`src/rtl/decode_cycle.sv`:
```
// Instruction-decode stage: register file, decoder, early jump/branch resolution,
// load-use and branch-operand stalls, wrong-path squash and the ID/EX register.
module decode_cycle (
  input  logic        clk,
  input  logic        rst,
  input  logic [31:0] Instruction,
  input  logic [31:0] PC_Next,
  input  logic        wb_we,
  input  logic [4:0]  wb_rd,
  input  logic [31:0] wb_data,
  output logic [1:0]  PC_Src,
  output logic [31:0] jumpAddress,
  output logic [31:0] branchAddress,
  output logic        stall,
  output logic        ex_valid,
  output logic [31:0] ex_rs_data,
  output logic [31:0] ex_rt_data,
  output logic [31:0] ex_imm,
  output logic [4:0]  ex_rs,
  output logic [4:0]  ex_rt,
  output logic [4:0]  ex_rd,
  output logic [3:0]  ex_alu_op,
  output logic        ex_alu_src,
  output logic        ex_reg_write,
  output logic        ex_mem_read,
  output logic        ex_mem_write,
  output logic        illegal
);

  localparam logic [5:0] OP_RTYPE = 6'h00;
  localparam logic [5:0] OP_J     = 6'h02;
  localparam logic [5:0] OP_BEQ   = 6'h04;
  localparam logic [5:0] OP_BNE   = 6'h05;
  localparam logic [5:0] OP_ADDI  = 6'h08;
  localparam logic [5:0] OP_ANDI  = 6'h0C;
  localparam logic [5:0] OP_LW    = 6'h23;
  localparam logic [5:0] OP_SW    = 6'h2B;

  localparam logic [5:0] F_ADD = 6'h20;
  localparam logic [5:0] F_SUB = 6'h22;
  localparam logic [5:0] F_AND = 6'h24;
  localparam logic [5:0] F_OR  = 6'h25;
  localparam logic [5:0] F_SLT = 6'h2A;

  localparam logic [3:0] ALU_ADD = 4'd0;
  localparam logic [3:0] ALU_SUB = 4'd1;
  localparam logic [3:0] ALU_AND = 4'd2;
  localparam logic [3:0] ALU_OR  = 4'd3;
  localparam logic [3:0] ALU_SLT = 4'd4;

  logic [5:0] opcode, funct;
  logic [4:0] rs, rt, rd;

  assign opcode = Instruction[31:26];
  assign rs     = Instruction[25:21];
  assign rt     = Instruction[20:16];
  assign rd     = Instruction[15:11];
  assign funct  = Instruction[5:0];

  logic [31:0] regs_reg [32];

  always_ff @(posedge clk) begin
    if (!rst) begin
      for (int i = 0; i < 32; i++) regs_reg[i] <= '0;
    end else if (wb_we && (wb_rd != 5'd0)) begin
      regs_reg[wb_rd] <= wb_data;
    end
  end

  // Two read ports with write-through so writeback reaches decode in the same cycle.
  logic [4:0]  rd_addr [2];
  logic [31:0] rd_val  [2];
  logic [31:0] rs_val, rt_val;

  assign rd_addr[0] = rs;
  assign rd_addr[1] = rt;

  genvar gi;
  generate
    for (gi = 0; gi < 2; gi++) begin : g_read_port
      assign rd_val[gi] = (rd_addr[gi] == 5'd0) ? 32'd0 :
                          (wb_we && (wb_rd == rd_addr[gi])) ? wb_data :
                          regs_reg[rd_addr[gi]];
    end
  endgenerate

  assign rs_val = rd_val[0];
  assign rt_val = rd_val[1];

  logic        dec_valid, dec_illegal, dec_alu_src, dec_reg_write, dec_mem_read, dec_mem_write;
  logic        dec_use_rs, dec_use_rt, dec_branch, dec_bne, dec_jump;
  logic [3:0]  dec_alu_op;
  logic [4:0]  dec_rd;
  logic [31:0] dec_imm;

  always_comb begin
    dec_valid     = 1'b0;
    dec_illegal   = 1'b0;
    dec_alu_src   = 1'b0;
    dec_reg_write = 1'b0;
    dec_mem_read  = 1'b0;
    dec_mem_write = 1'b0;
    dec_use_rs    = 1'b0;
    dec_use_rt    = 1'b0;
    dec_branch    = 1'b0;
    dec_bne       = 1'b0;
    dec_jump      = 1'b0;
    dec_alu_op    = ALU_ADD;
    dec_rd        = 5'd0;
    dec_imm       = (opcode == OP_ANDI) ? {16'd0, Instruction[15:0]}
                                        : {{16{Instruction[15]}}, Instruction[15:0]};
    if (Instruction != 32'd0) begin
      case (opcode)
        OP_RTYPE: begin
          dec_valid     = 1'b1;
          dec_reg_write = 1'b1;
          dec_use_rs    = 1'b1;
          dec_use_rt    = 1'b1;
          dec_rd        = rd;
          case (funct)
            F_ADD:   dec_alu_op = ALU_ADD;
            F_SUB:   dec_alu_op = ALU_SUB;
            F_AND:   dec_alu_op = ALU_AND;
            F_OR:    dec_alu_op = ALU_OR;
            F_SLT:   dec_alu_op = ALU_SLT;
            default: dec_valid  = 1'b0;
          endcase
        end
        OP_ADDI, OP_ANDI: begin
          dec_valid     = 1'b1;
          dec_alu_src   = 1'b1;
          dec_reg_write = 1'b1;
          dec_use_rs    = 1'b1;
          dec_rd        = rt;
          dec_alu_op    = (opcode == OP_ANDI) ? ALU_AND : ALU_ADD;
        end
        OP_LW: begin
          dec_valid     = 1'b1;
          dec_alu_src   = 1'b1;
          dec_reg_write = 1'b1;
          dec_mem_read  = 1'b1;
          dec_use_rs    = 1'b1;
          dec_rd        = rt;
        end
        OP_SW: begin
          dec_valid     = 1'b1;
          dec_alu_src   = 1'b1;
          dec_mem_write = 1'b1;
          dec_use_rs    = 1'b1;
          dec_use_rt    = 1'b1;
          dec_rd        = rt;
        end
        OP_BEQ, OP_BNE: begin
          dec_valid  = 1'b1;
          dec_branch = 1'b1;
          dec_bne    = (opcode == OP_BNE);
          dec_use_rs = 1'b1;
          dec_use_rt = 1'b1;
          dec_alu_op = ALU_SUB;
          dec_rd     = rt;
        end
        OP_J: begin
          dec_valid = 1'b1;
          dec_jump  = 1'b1;
        end
        default: ;
      endcase
      dec_illegal = !dec_valid;
    end
  end

  logic       squash_reg;
  logic [4:0] mem_rd_reg;
  logic       mem_reg_write_reg;
  logic       live, active, load_use, branch_hazard, issue;

  // A held reset or a set squash flag turns the incoming word into a bubble.
  assign live   = rst && !squash_reg;
  assign active = live && dec_valid;

  assign load_use = active && ex_mem_read && (ex_rd != 5'd0) &&
                    ((dec_use_rs && (ex_rd == rs)) || (dec_use_rt && (ex_rd == rt)));

  assign branch_hazard = active && dec_branch &&
                         ((ex_reg_write && (ex_rd != 5'd0) && ((ex_rd == rs) || (ex_rd == rt))) ||
                          (mem_reg_write_reg && (mem_rd_reg != 5'd0) &&
                           ((mem_rd_reg == rs) || (mem_rd_reg == rt))));

  assign stall = load_use || branch_hazard;
  assign issue = active && !stall;

  always_comb begin
    PC_Src = 2'b00;
    if (issue && dec_jump) begin
      PC_Src = 2'b01;
    end else if (issue && dec_branch && ((rs_val == rt_val) != dec_bne)) begin
      PC_Src = 2'b10;
    end
  end

  assign jumpAddress   = {PC_Next[31:28], Instruction[25:0], 2'b00};
  assign branchAddress = PC_Next + {{14{Instruction[15]}}, Instruction[15:0], 2'b00};

  always_ff @(posedge clk) begin
    if (!rst) begin
      squash_reg        <= 1'b0;
      illegal           <= 1'b0;
      mem_rd_reg        <= 5'd0;
      mem_reg_write_reg <= 1'b0;
      ex_valid          <= 1'b0;
      ex_rs_data        <= 32'd0;
      ex_rt_data        <= 32'd0;
      ex_imm            <= 32'd0;
      ex_rs             <= 5'd0;
      ex_rt             <= 5'd0;
      ex_rd             <= 5'd0;
      ex_alu_op         <= 4'd0;
      ex_alu_src        <= 1'b0;
      ex_reg_write      <= 1'b0;
      ex_mem_read       <= 1'b0;
      ex_mem_write      <= 1'b0;
    end else begin
      squash_reg        <= (PC_Src != 2'b00);
      illegal           <= !squash_reg && dec_illegal;
      mem_rd_reg        <= ex_rd;
      mem_reg_write_reg <= ex_reg_write;
      ex_valid          <= issue;
      if (issue) begin
        ex_rs_data   <= rs_val;
        ex_rt_data   <= rt_val;
        ex_imm       <= dec_imm;
        ex_rs        <= rs;
        ex_rt        <= rt;
        ex_rd        <= dec_rd;
        ex_alu_op    <= dec_alu_op;
        ex_alu_src   <= dec_alu_src;
        ex_reg_write <= dec_reg_write;
        ex_mem_read  <= dec_mem_read;
        ex_mem_write <= dec_mem_write;
      end else begin
        ex_rs_data   <= 32'd0;
        ex_rt_data   <= 32'd0;
        ex_imm       <= 32'd0;
        ex_rs        <= 5'd0;
        ex_rt        <= 5'd0;
        ex_rd        <= 5'd0;
        ex_alu_op    <= 4'd0;
        ex_alu_src   <= 1'b0;
        ex_reg_write <= 1'b0;
        ex_mem_read  <= 1'b0;
        ex_mem_write <= 1'b0;
      end
    end
  end

endmodule

```
`config.mk`:
```
export PLATFORM = sky130hd
export DESIGN_NAME = decode_cycle
export DESIGN_NICKNAME = d
export VERILOG_FILES = /design/src/rtl/decode_cycle.sv
export SDC_FILE = /design/constraint.sdc
export NUM_CORES = 2
export LEC_CHECK = 0
export BUFFER_PORTS_ARGS = -buffer_cell sky130_fd_sc_hd__clkbuf_2
export CORE_MARGIN = 10
export CORE_UTILIZATION = 50
export CTS_BUF_LIST = sky130_fd_sc_hd__clkbuf_8
export CTS_CLUSTER_DIAMETER = 40
export CTS_CLUSTER_SIZE = 30
export DETAILED_ROUTE_END_ITERATION = 6
export HOLD_SLACK_MARGIN = 0.06
export PLACE_DENSITY = 0.68
export SYNTH_ARGS = -nofsm -noshare
export SYNTH_HDL_FRONTEND = slang
export SYNTH_SLANG_ARGS = --single-unit
export TNS_END_PERCENT = 20
```
`constraint.sdc`:
```
create_clock -name clk -period 6.4 [get_ports clk]
set_input_delay 1.28 -clock clk [delete_from_list [all_inputs] [get_ports clk]]
set_output_delay 1.28 -clock clk [all_outputs]
set_load 0.01 [all_outputs]
```
==> results.md <==
- Layout cells sized above 1: between 30% and 40%
- Post-route worst setup slack: roughly 1.7 ps
- Setup WS pre-CTS: -308 ps
- Total congestion overflow: 0
- Vias after detailed routing: between 40000 and 50000
- Combined global-route utilization of all metal layers: between 30% and 40%
- # port buffers: approximately 280
- Most frequent cells in the layout: sky130_fd_sc_hd__edfxtp_1, sky130_fd_sc_hd__and2_1, sky130_fd_sc_hd__mux4_2
- Die outline height: between 300 and 400 um
- Cell family contributing the most delay on the critical path: simple AND/OR/NAND/NOR gates
- Worst hold slack after final layout: between 500 and 600 ps
- Horiz. Die Dim: 370 um
- Number of enable-type register cells in the synthesized netlist: just over 1000
- H-tree Lvls: 4
- Core Area: ~120000 um^2
- Number of vias per cell: ~6.9
- Post-synth design cell area: slightly above 60000 um^2
- DR DRC count: 2
- Mean post-synth cell area: between 10 and 15 um^2
- Most frequent standard cell in the layout excluding fill and tap cells: sky130_fd_sc_hd__edfxtp_1
- Seq/Total Area, Yosys: between 50% and 60%
- Die area: roughly 140000 um^2
- Maximum achievable frequency: about 160 MHz
- Proportion of power drawn by flip-flops and latches: a little under half
- Max rail drop VDD: about 0.23 mV
- Largest cells by area after synthesis: sky130_fd_sc_hd__edfxtp_1, sky130_fd_sc_hd__mux4_2, sky130_fd_sc_hd__and2_1
- Filler-free cell count of the finished design: between 6000 and 7000
- Worst Tran Pin Value: 1280 ps
- Switching component of the power: 0.00530 W
- WL/cell: 36.8 um
- CP dominant cell by count: sky130_fd_sc_hd__buf_4
- Yosys reg bits: 1136
- Post-synthesis to final-layout area growth: 17.2%
- Worst Path Arrival: 5120 ps
- Number of nets with antenna violations after routing: 0
- RePlAce Congestion: between 1 and 1.5
- Cells after Synth: about 4400
- Internal power component: ~0.013 W
- Met1 wire length: ~83 mm
- Routed met2 length: roughly 110 mm
- Distinct cell type count after synthesis: 100
- Fraction of post-synthesis cell area in the top cell type by area: between 50% and 60%
- Cell Count Post-Placement: 6295
- Part of the power in combinational logic: between 15 and 20%
- Highest metal layer with signal wires: met5
- Clock tree sinks: between 1000 and 1500
- Root Buffer Master: sky130_fd_sc_hd__clkbuf_8
- Slew Limit Fails: 0
- Post-layout util: about three fifths
- HPWL Detailed: around 160 mm
- Starting density of the core: between 50% and 60%
- Largest fanout on the critical path: 27
- Min Clock Period, post-route: ~6400 ps
- Path type of the worst setup path: in2out
- Clk buf depth: 3
- First-pass GRT wire length: roughly 330 mm
- Final nets: slightly above 5000
- Count of warnings emitted by yosys: 0
- I/O pins: a little under 300
- Worst Skew: about 54 ps
- Final count of hold timing violations: 0
- Clock network latency to the later pin of the worst-skew pair: 940 ps
- Status: finished, violations left
- Total clock buffers created by CTS: 151
- Total buffers and inverters traversed by the critical path: 7
- Relative slew margins: between 10% and 20%
- Largest register FFs: roughly 1000
- Clock slew at reported path FFs: 70 ps
- Violated checks: design-rule violations
- Initial detailed-routing violation count: approximately 7700
- Overall routed net length: roughly 250 mm
- Static leakage power: ~26 nW
- Cell breakdown of the critical path: buf_8 -> buf_12 -> or2_1 -> buf_4 -> o221ai_1 -> o21ai_0 -> a211oi_1 -> a211oi_1 -> buf_4 -> xor2_1 -> nor4_1 -> buf_4 -> nand4_1 -> nor4_4 -> buf_4 -> xnor2_2 -> nor2_1 -> buf_2
- Type of the worst min-delay path: reg2reg
- Via count of the first global-routing pass: between 40000 and 50000
- Routed length on met3: 40.6 mm
- Cell accounting for the most synthesized area: sky130_fd_sc_hd__edfxtp_1
- Switching fraction of total power: between 20% and 30%
- Final setup fails: 0
- Max-capacitance violation count: 0
- Largest net degree at the start of global routing: 46
- Dominant register cell in the synthesized netlist: sky130_fd_sc_hd__edfxtp_1
- Number of standard-cell rows in the floorplan: around 130
- TritonCTS clock tree: built
- Critical path endpoint category: primary output
- Clock network fraction of design power: a little over a third
- Antenna violations before repair: 18
- Slowest CP cell: sky130_fd_sc_hd__nor4_4
- Drt first pass iters: 7
- Required time of the critical path: approximately 5000 ps
- Peak per-stage delay on the critical path: ~460 ps
- Async set-or-reset flop fraction in the synthesized netlist: 0%
- Post-route fraction of the period consumed by the critical path: ~100%
- Power density over the cells: between 200 and 300 nW/um^2
- Launching element type of the critical path: input pin
[Yosys cell counts, drive strengths merged (7+ instances only)]
cell type,instances
a2111oi,7
a211o,7
a211oi,13
a21o,23
a21oi,75
a221oi,10
a22o,23
a22oi,49
a31oi,17
a32oi,10
and2,675
and3,43
buf,212
clkbuf,298
dfxtp,112
edfxtp,1024
ha,29
inv,36
mux2,29
mux2i,145
mux4,480
nand2,118
nand2b,15
nand3,45
nand3b,8
nand4,9
nor2,151
nor2b,25
nor3,392
nor4,16
o211ai,8
o21ai,75
o221ai,30
o22ai,47
o31ai,8
o32ai,9
or2,7
or4,7
xnor2,46
xor2,24
[worst paths after layout]
path,start,cells after the start,slack (ps),to
worst max-delay path,Instruction[22],18,2,PC_Src[1]
worst max register to register,ex_rd[1]$_SDFF_PN0_,9,1940,ex_rt_data[16]$_SDFF_PP0_
worst min register to register,ex_reg_write$_SDFF_PN0_,1,510,mem_reg_write_reg$_SDFF_PN0_
worst min-delay path,ex_reg_write$_SDFF_PN0_,1,510,mem_reg_write_reg$_SDFF_PN0_
[worst register-to-register path, cell delays in order (launching register included)]
cell and delay [ps]:
sky130_fd_sc_hd__dfxtp_1 420, sky130_fd_sc_hd__or4_1 580, sky130_fd_sc_hd__o211ai_1 180, sky130_fd_sc_hd__a21oi_1 100, sky130_fd_sc_hd__a21oi_2 840, sky130_fd_sc_hd__nand2_2 170, sky130_fd_sc_hd__inv_1 130, sky130_fd_sc_hd__buf_4 260
sky130_fd_sc_hd__nand2_1 560, sky130_fd_sc_hd__a21oi_1 1040
[power groups by stage]
| stage | clock, W | combinational, W | sequential [W] |
|---|---|---|---|
| global route | 0.00667 | 0.00323 | 0.00869 |
| CTS | 0.00637 | 0.00288 | 0.00864 |
| finish | 0.00637 | 0.00318 | 0.00866 |
| global placement | 0 | 0.00284 | 0.00877 |
| detailed placement | 0 | 0.00285 | 0.00880 |
| floorplan | 0 | 0.00162 | 0.00875 |
[routing by layer]
metal	vias to the layer above	GRT usage [%]
li1	18113	-
met1	23051	42.7
met2	4295	50.9
met3	880	14.4
met4	10	16.8
met5	-	0
[cells by family after synthesis]
group / Yosys count / synth area share (%)
AOI/OAI and AO/OA: 469 / 5.46
xor gates and xnor gates: 70 / 1.01
adders and majority gates: 30 / 0.625
buffers and inverters: 549 / 4.69
DFF: 1136 / 53.8
muxes: 654 / 20.6
other: 1 / 0.00612
and+or+nand+nor: 1536 / 13.8
[stage by stage]
| step | instance area, um^2 | TNS, ps | total power, W |
|---|---|---|---|
| 2_1_floorplan | 61400 | 0 | 0.0104 |
| 3_3_place_gp | 66400 | -293 | 0.0116 |
| 3_5_place_dp | 66400 | -308 | 0.0117 |
| 4_1_cts | 70100 | 0 | 0.0179 |
| 5_1_grt | 71800 | -42.2 | 0.0186 |
| 6_report | 71800 | 0 | 0.0182 |
[area by class of cell]
type / count / area [um^2]
Fill cell: 9420 / 49900
Sequential cell: 1136 / 33000
Multi-Input combinational cell: 2794 / 26600
Timing Repair Buffer: 797 / 6630
Clock buffer: 158 / 2170
Tap cell: 1625 / 2030
Clock inverter: 118 / 1270
Inverter: 39 / 151
Antenna cell: 8 / 20.0
[what timing repair did]
| item | 4_1_cts | 5_1_grt |
|---|---|---|
| hold buffers | 0 | 0 |
| endpoints found under the setup margin | 1 | 2 |
| setup buffers | 3 | 76 |
| pin swaps | 7 | 26 |
| gates cloned | 2 | 17 |
| resized for setup | 20 | 137 |
No activity file was read; power rests on OpenSTA's default activity.
